<file path="config.mk">
export PLATFORM = sky130hd
export DESIGN_NAME = rom_fetch_responder
export DESIGN_NICKNAME = d
export VERILOG_FILES = /design/src/rtl/rom_fetch_responder_pkg.sv /design/src/rtl/rom_fetch_responder_rom_array.sv /design/src/rtl/rom_fetch_responder.sv
export SDC_FILE = /design/constraint.sdc
export NUM_CORES = 1
export LEC_CHECK = 0
export BUFFER_PORTS_ARGS = -buffer_cell sky130_fd_sc_hd__buf_2
export CAP_MARGIN = 10
export CORE_AREA = 2 2 155 119
export DETAILED_ROUTE_END_ITERATION = 10
export DIE_AREA = 0 0 157 121
export PLACE_DENSITY = 0.5
export SLEW_MARGIN = 0
export SYNTH_ARGS = -nofsm -noshare
export SYNTH_HDL_FRONTEND = slang
export SYNTH_SLANG_ARGS = --single-unit
</file>
<file path="constraint.sdc">
create_clock -name clock -period 4.3 [get_ports clock]
set_input_delay 0.43 -clock clock [delete_from_list [all_inputs] [get_ports clock]]
set_output_delay 0.43 -clock clock [all_outputs]
set_load 0.02 [all_outputs]
</file>
<file path="src/rtl/rom_fetch_responder_pkg.sv">
// Shared definitions for the program-memory responder: bus cycle numbering
// and the cycle-advance rule used by the top-level sequencer.
package rom_fetch_responder_pkg;

  typedef logic [2:0] cycle_t;

  // Bus cycle numbering shared with the CPU sequencer and pc logic.
  localparam cycle_t CYC_A1 = 3'd0;  // PC low nibble
  localparam cycle_t CYC_A2 = 3'd1;  // PC high nibble
  localparam cycle_t CYC_A3 = 3'd2;  // chip-select nibble
  localparam cycle_t CYC_M1 = 3'd3;  // OPR returned
  localparam cycle_t CYC_M2 = 3'd4;  // OPA returned

  typedef struct packed {
    logic       oe;
    logic [3:0] nibble;
  } bus_drive_t;

  localparam bus_drive_t BUS_IDLE = '{oe: 1'b0, nibble: 4'h0};

  // sync restarts the frame; a plain increment wraps 7 -> 0 on its own.
  function automatic cycle_t advance_cycle(input cycle_t cur, input logic sync);
    advance_cycle = sync ? CYC_A1 : cur + 3'd1;
  endfunction

endpackage

</file>
<file path="src/rtl/rom_fetch_responder_rom_array.sv">
// Writable instruction store: one synchronous write port for the programming
// interface, one combinational read port sampled by the fetch logic.
module rom_fetch_responder_rom_array #(
  parameter int ADDR_BITS = 4
) (
  input  logic                 clock,
  input  logic                 we,
  input  logic [ADDR_BITS-1:0] waddr,
  input  logic [7:0]           wdata,
  input  logic [ADDR_BITS-1:0] raddr,
  output logic [7:0]           rdata
);

  localparam int DEPTH = 2 ** ADDR_BITS;

  // Contents deliberately carry no reset; they are loaded through the
  // programming port.
  logic [7:0] mem [DEPTH];

  always_ff @(posedge clock) begin
    if (we) begin
      mem[waddr] <= wdata;
    end
  end

  // A same-edge write lands after the fetch has sampled, so the reader
  // always sees the pre-write byte.
  assign rdata = mem[raddr];

endmodule

</file>
<file path="src/rtl/rom_fetch_responder.sv">
// Program-memory responder on the 4-bit multiplexed instruction bus: latches
// the PC and chip select in cycles 0-2, returns OPR/OPA in cycles 3-4.
module rom_fetch_responder #(
  parameter int         ADDR_BITS = 4,
  parameter logic [3:0] CHIP_ID   = 4'h0
) (
  input  logic       clock,
  input  logic       reset,
  input  logic       sync,
  input  logic       halt,
  input  logic [3:0] bus_in,
  output logic [3:0] bus_out,
  output logic       bus_oe,
  input  logic       prog_en,
  input  logic       prog_we,
  input  logic [7:0] prog_addr,
  input  logic [7:0] prog_data
);

  import rom_fetch_responder_pkg::*;

  cycle_t     cycle_reg,    cycle_next;
  logic [7:0] addr_reg,     addr_next;
  logic       selected_reg, selected_next;
  logic [7:0] data_reg,     data_next;
  bus_drive_t drive_reg,    drive_next;
  logic [7:0] rd_data;

  rom_fetch_responder_rom_array #(
    .ADDR_BITS (ADDR_BITS)
  ) u_rom_array (
    .clock (clock),
    .we    (prog_en & prog_we),
    .waddr (prog_addr[ADDR_BITS-1:0]),
    .wdata (prog_data),
    .raddr (addr_reg[ADDR_BITS-1:0]),
    .rdata (rd_data)
  );

  // Address bits above the implemented depth simply alias.
  generate
    if (ADDR_BITS < 8) begin : g_alias
      logic unused_addr_bits;
      assign unused_addr_bits = ^{prog_addr[7:ADDR_BITS], addr_reg[7:ADDR_BITS]};
    end
  endgenerate

  always_comb begin
    cycle_next    = cycle_reg;
    addr_next     = addr_reg;
    selected_next = selected_reg;
    data_next     = data_reg;

    if (!halt) begin
      cycle_next = advance_cycle(cycle_reg, sync);
      case (cycle_reg)
        CYC_A1: addr_next[3:0] = bus_in;
        CYC_A2: addr_next[7:4] = bus_in;
        CYC_A3: begin
          selected_next = (bus_in == CHIP_ID) && !prog_en;
          data_next     = rd_data;
        end
        default: ;
      endcase
    end

    // Entering programming mode abandons any pending fetch.
    if (prog_en) begin
      selected_next = 1'b0;
    end
  end

  // The drive is computed from the post-edge state so the first nibble is
  // valid for the whole of cycle 3.
  always_comb begin
    drive_next = drive_reg;
    if (prog_en) begin
      drive_next = BUS_IDLE;
    end else if (!halt) begin
      drive_next = BUS_IDLE;
      if (selected_next) begin
        case (cycle_next)
          CYC_M1:  drive_next = '{oe: 1'b1, nibble: data_next[7:4]};
          CYC_M2:  drive_next = '{oe: 1'b1, nibble: data_next[3:0]};
          default: drive_next = BUS_IDLE;
        endcase
      end
    end
  end

  always_ff @(posedge clock) begin
    if (reset) begin
      cycle_reg    <= CYC_A1;
      addr_reg     <= 8'h00;
      selected_reg <= 1'b0;
      data_reg     <= 8'h00;
      drive_reg    <= BUS_IDLE;
    end else begin
      cycle_reg    <= cycle_next;
      addr_reg     <= addr_next;
      selected_reg <= selected_next;
      data_reg     <= data_next;
      drive_reg    <= drive_next;
    end
  end

  assign bus_out = drive_reg.nibble;
  assign bus_oe  = drive_reg.oe;

endmodule

</file>
Word level (Yosys, flattened, before mapping)
Memories as Yosys holds them, arrays and structs flattened. A register that Yosys moved wholly into a read port is not among the register bits.
Cells that the tools add are included.
Cells by class
  equal/unequal tests: 3
  multiplexer cells: 13
  $add $sub $neg: 1
  reductions and logical operators: 6
  bitwise gates (word level): 2
Operator list (number)
  $mux W8: 2
  $pmux W5 S2: 1
  $mux W4: 2
  $eq A3 B2 Y1 const B: 2
  $mux W3: 2
  $mux W1: 5
  $mux W5: 1
  $logic_not A4 Y1: 1
  $add A3 B1 Y3 const B: 1
  $eq A3 B3 Y1 const B: 1
  $logic_not A3 Y1: 1
  $reduce_and A2 Y1: 1
  $reduce_or A2 Y1: 1
  $and A1 B1 Y1: 1
  $logic_and A1 B1 Y1: 1
  $logic_not A1 Y1: 1
  $not A1 Y1: 1
Storage, ports and cells
  memory bits (writable): 128
  memories: 1
  output and inout bits: 5
  bits in registers: 21
  bits of input ports: 26
  word-level logic and storage cells: 32
Memories
  u_rom_array.mem: depth 16, bits a word 8, rd ports 1, clocked after Yosys merged registers in 1, write ports 1, line rom_fetch_responder_rom_array.sv:18  | logic [7:0] mem [DEPTH];

Depth between registers and ports, before layout
  depth after elaboration: 6
  mapped depth: 8
  gate-level depth less buffers: 7

Modules after synthesis
Synthesis repeated with hierarchy kept, for this count alone.
Second synthesis, totals
  cell total of the unflattened synthesis: 316
  area, all modules: 5944.5 µm²
Modules (own cells, without submodules)
  rom_fetch_responder_rom_array: area each 4987.3 µm², cells each 221, times used 1, seq. area each 3843.7 µm²
  rom_fetch_responder: area each 957.2 µm², cells each 95, times used 1, seq. area each 420.4 µm²

Least setup slack after synthesis
Ideal clock, no wire load.
  kind: register to register
  start: register cycle_reg[0]
  end: register drive_reg (netlist bit bus_out[3])
  period minus slack after synthesis: 1.858 ns
  cell stages (with the launch flop): 9
  arrival time: 1.796 ns
  required time: 4.237 ns
  setup time: 0.063 ns
  setup slack: 2.442 ns
  buffers on the path: 1
  cells stage by stage: dfxtp_1 > inv_1 > ha_1 > or3b_1 > buf_4 > mux2i_1 > nor4_2 > o31ai_1 > nand3_1
On the way
  word-level cells in the longest chain between the ends: 6
  elaborated cells between the ends (all ways): 13
  those cells by class: 1 x add/sub; 3 x eq/ne; 9 x mux
RTL lines
  from (decl): line rom_fetch_responder.sv:22  | cycle_t cycle_reg, cycle_next;
  from (signal assigned): line rom_fetch_responder.sv:99  | cycle_reg <= cycle_next;
  $add A3 B1 Y3: line rom_fetch_responder_pkg.sv:23  | advance_cycle = sync ? CYC_A1 : cur + 3'd1;
  $mux W3: line rom_fetch_responder_pkg.sv:23
  $mux W3: line rom_fetch_responder.sv:54  | if (!halt) begin
  $eq A3 B3 Y1 / $eq A3 B2 Y1 (equally long branches): line rom_fetch_responder.sv:82  | case (cycle_next)
  $pmux W5 S2: line rom_fetch_responder.sv:82
  $mux W5 *: line rom_fetch_responder.sv:81  | if (selected_next) begin
  to (signal assigned): line rom_fetch_responder.sv:103  | drive_reg <= drive_next;
  to (decl): line rom_fetch_responder.sv:26  | bus_drive_t drive_reg, drive_next;
Every way passes the cells marked *; elsewhere a longest branch is shown, timed or not.
A chain may end at the register's enable or synchronous reset.

==> flow_summary.ini <==
[status]
status = complete, no violations

[critical_path]
worstPathRequired_ns = 4.60
crit_type = reg -> reg
startpoint_type = register
crit_family = flip-flops
cp_cell_sequence = buf_4 -> mux4_2 -> mux2i_1 -> nor2_1 -> o21ai_1 -> nand3_1
cp_max_fo = 18
crit_path_max_incr_delay_ns = 1.04
critPathBufInv = 1
critPathCaptureType = register
slowest_stage = dfxtp_1
arrival_ns = 2.82

[detailed_routing]
routed_via_density = 4.869
wl_per_cell_um = 19.68
routed_wirelength_mm = 12.46
drc = 0
ant_nets = 0
vias = 3082
drt-initial-drc-count = 239
firstDrtPassIters = 4

[final_layout]
nets = 407
fillerInstances = 1592
largest_reg_flops = 128
drive_gt1_share_pct = 23.79
area_growth_pct = 15.25
stdcell_area_um2 = 6970
antennaDiodeCount = 0
finish.utilization_pct = 40.07
regArea_um2 = 4345
layout.cells.non_filler = 633
multi_input_area_um2 = 1598

[yosys]
yosysTopAreaCell = edfxtp_1
async_flop_share_pct = 0
synth-edff-count = 128
ys_types = 46
synthFlopType = edfxtp_1
netlist_instances = 343
synth_area_leaders = edfxtp_1 64%, dfxtp_1 8.3%, mux4_2 8.2%
synth_top_area_share_pct = 63.55
ys_seq_area_share_pct = 71.82
synth_area_um2 = 6048
synth_nets = 372
ys_ff_latch = 153
synth_area_per_cell_um2 = 17.63
ys_warn_count = 0

[clock_tree]
cts_made_buffers = 17
cts_root_buf = clkbuf_16
cts.path.max_buffers = 2
cts_tree = done
cts_max_level = 4
postCtsSetupRepairBufs = 0
cts_resized = 0
ctsHoldBuffers = 0
clk_latency_ns = 0.42
clk_pin_slew_worst_paths_ns = 0.06
cts_sinks = 153

[timing]
finalHoldViolCount = 0
tightest_slew_ns = 1.097
max_slew_margin_pct = 26.80
setup_tns_ns = 0
rsz0062_at_grt = no
setup_viol_count_final = 0
layout_min_cycle_time_ns = 2.517
worst_slack_ns = 1.783
period_share_pct = 58.53
max_freq_mhz = 397.3
slew_viol_final = 0
clock_skew_ns = 0.007520

[global_routing]
met1_usage_pct = 20.83
met2_usage_pct = 20.20
grt_pass1_vias = 3158
grt_max_degree = 24
grt_most_used_layer = met1
use_met3_pct = 4.464
grt_usage_pct = 14.25
grt_pass1_wl_mm = 19.29
grt_overflow_total = 0
grt_antenna_before_repair = 0

[pwr]
power_switching_uw = 723.7
ir_worst_vdd_uv = 258.8
intPower_uw = 2439
pwr-share-comb_pct = 4.4
powerDensity_nw_per_um2 = 453.8
p_leak_uw = 0.002267
power.share.switching_pct = 22.88
p_seq_share_pct = 52.0
p_clk_share_pct = 43.7

[die]
rows = 42
dieArea_um2 = 19000
io_pins = 31
die_h_um = 121
die_x_um = 157
start_util_pct = 34.77
coreArea_um2 = 17390

[place]
place_ws_ns = 1.708
gp_congestion = 0.8041
placed_area_um2 = 6425
dp_cells = 601
portBuffers = 26
dp_hpwl_mm = 8.073

[flow_run]
cap_violations = 0

[worst_hold_path]
hold_class = in -> reg
-- Yosys cell counts, types with 2 or more instances --
| cell type | count |
|---|---|
| mux2_2 | 2 |
| nor2_1 | 35 |
| clkbuf_1 | 5 |
| nor2b_1 | 5 |
| inv_1 | 2 |
| nand2b_1 | 4 |
| a21oi_1 | 3 |
| nand2_1 | 21 |
| nand3_1 | 5 |
| edfxtp_1 | 128 |
| buf_12 | 2 |
| mux4_1 | 8 |
| nor3b_1 | 2 |
| dfxtp_1 | 25 |
| mux4_2 | 22 |
| o21ai_0 | 3 |
| nor4_1 | 2 |
| o221ai_1 | 3 |
| nor3_1 | 7 |
| o21ai_1 | 5 |
| mux2i_1 | 18 |
| buf_2 | 4 |
| or3_1 | 3 |
| ha_1 | 3 |
| buf_4 | 2 |
| and2_1 | 2 |
| a22o_1 | 3 |
-- cell type report --
type                       count  share of cell area, %
timing repair buffer          31                  2.405
tap                          242                  4.344
multi-input combinational    172                  22.92
sequential                   153                  62.34
inverter                       3                 0.1616
clock inverter                14                  1.669
clock buffer                  18                  6.157
-- metrics by stage --
stage                     hold slack (ns)  power (uW)
after global routing               0.3541        3275
after detailed placement           0.4437        1817
after global placement             0.4614        1814
after floorplan                    0.4635        1761
final                              0.3178        3163
after CTS                          0.3146        3189
-- logic make-up (layout without fill, tap and decap cells) --
| kind of cell | after synthesis | in the layout | share of synthesized area, % |
|---|---|---|---|
| AND/OR/NAND/NOR | 93 | 93 | 7.489 |
| buffers and inverters | 18 | 66 | 2.007 |
| adder cells (fa/ha/maj) | 3 | 3 | 0.6207 |
| XOR/XNOR | 1 | 1 | 0.1448 |
| flip-flops | 153 | 153 | 71.82 |
| multiplexers | 50 | 50 | 15.02 |
| AO/OA/AOI/OAI | 25 | 25 | 2.896 |
-- final timing paths --
kind | start | end | slack, ns | cells after the start
worst min register to register | bus_out[3] | bus_out[3] | 0.46 | 2
worst max-delay path | register | bus_out[2] | 1.78 | 6
worst min-delay path | bus_in[3] | register | 0.32 | 3
worst max register to register | register | bus_out[2] | 1.78 | 6
-- layer usage --
| layer | part of all wire, % | routed length [um] |
|---|---|---|
| met1 | 47 | 5832 |
| met2 | 43 | 5418 |
| met3 | 8.9 | 1109 |
| met4 | 0.79 | 98 |
| met5 | 0 | 0 |
-- power groups by stage --
| stage | Sequential [uW] | Combinational, uW | Clock (uW) |
|---|---|---|---|
| after floorplan | 1660 | 98.5 | 0 |
| after global placement | 1680 | 138 | 0 |
| after detailed placement | 1680 | 140 | 0 |
| after CTS | 1650 | 140 | 1400 |
| after global routing | 1650 | 151 | 1480 |
| final | 1640 | 138 | 1380 |
-- placed cells by master, fill, tap and decap left out, drive strengths merged, types with 7 or more instances in the layout --
master / n
edfxtp: 128
nor2: 35
buf: 31
mux4: 30
dfxtp: 25
nand2: 21
mux2i: 18
clkbuf: 18
o21ai: 8
inv: 8
nor3: 7
-- worst register-to-register path, cell delays in order, from the launching register on --
cell,delay [ns]
dfxtp_1,1.04
buf_4,0.32
mux4_2,0.53
mux2i_1,0.18
nor2_1,0.08
o21ai_1,0.16
nand3_1,0.08
(Power assumes the default switching activity.)
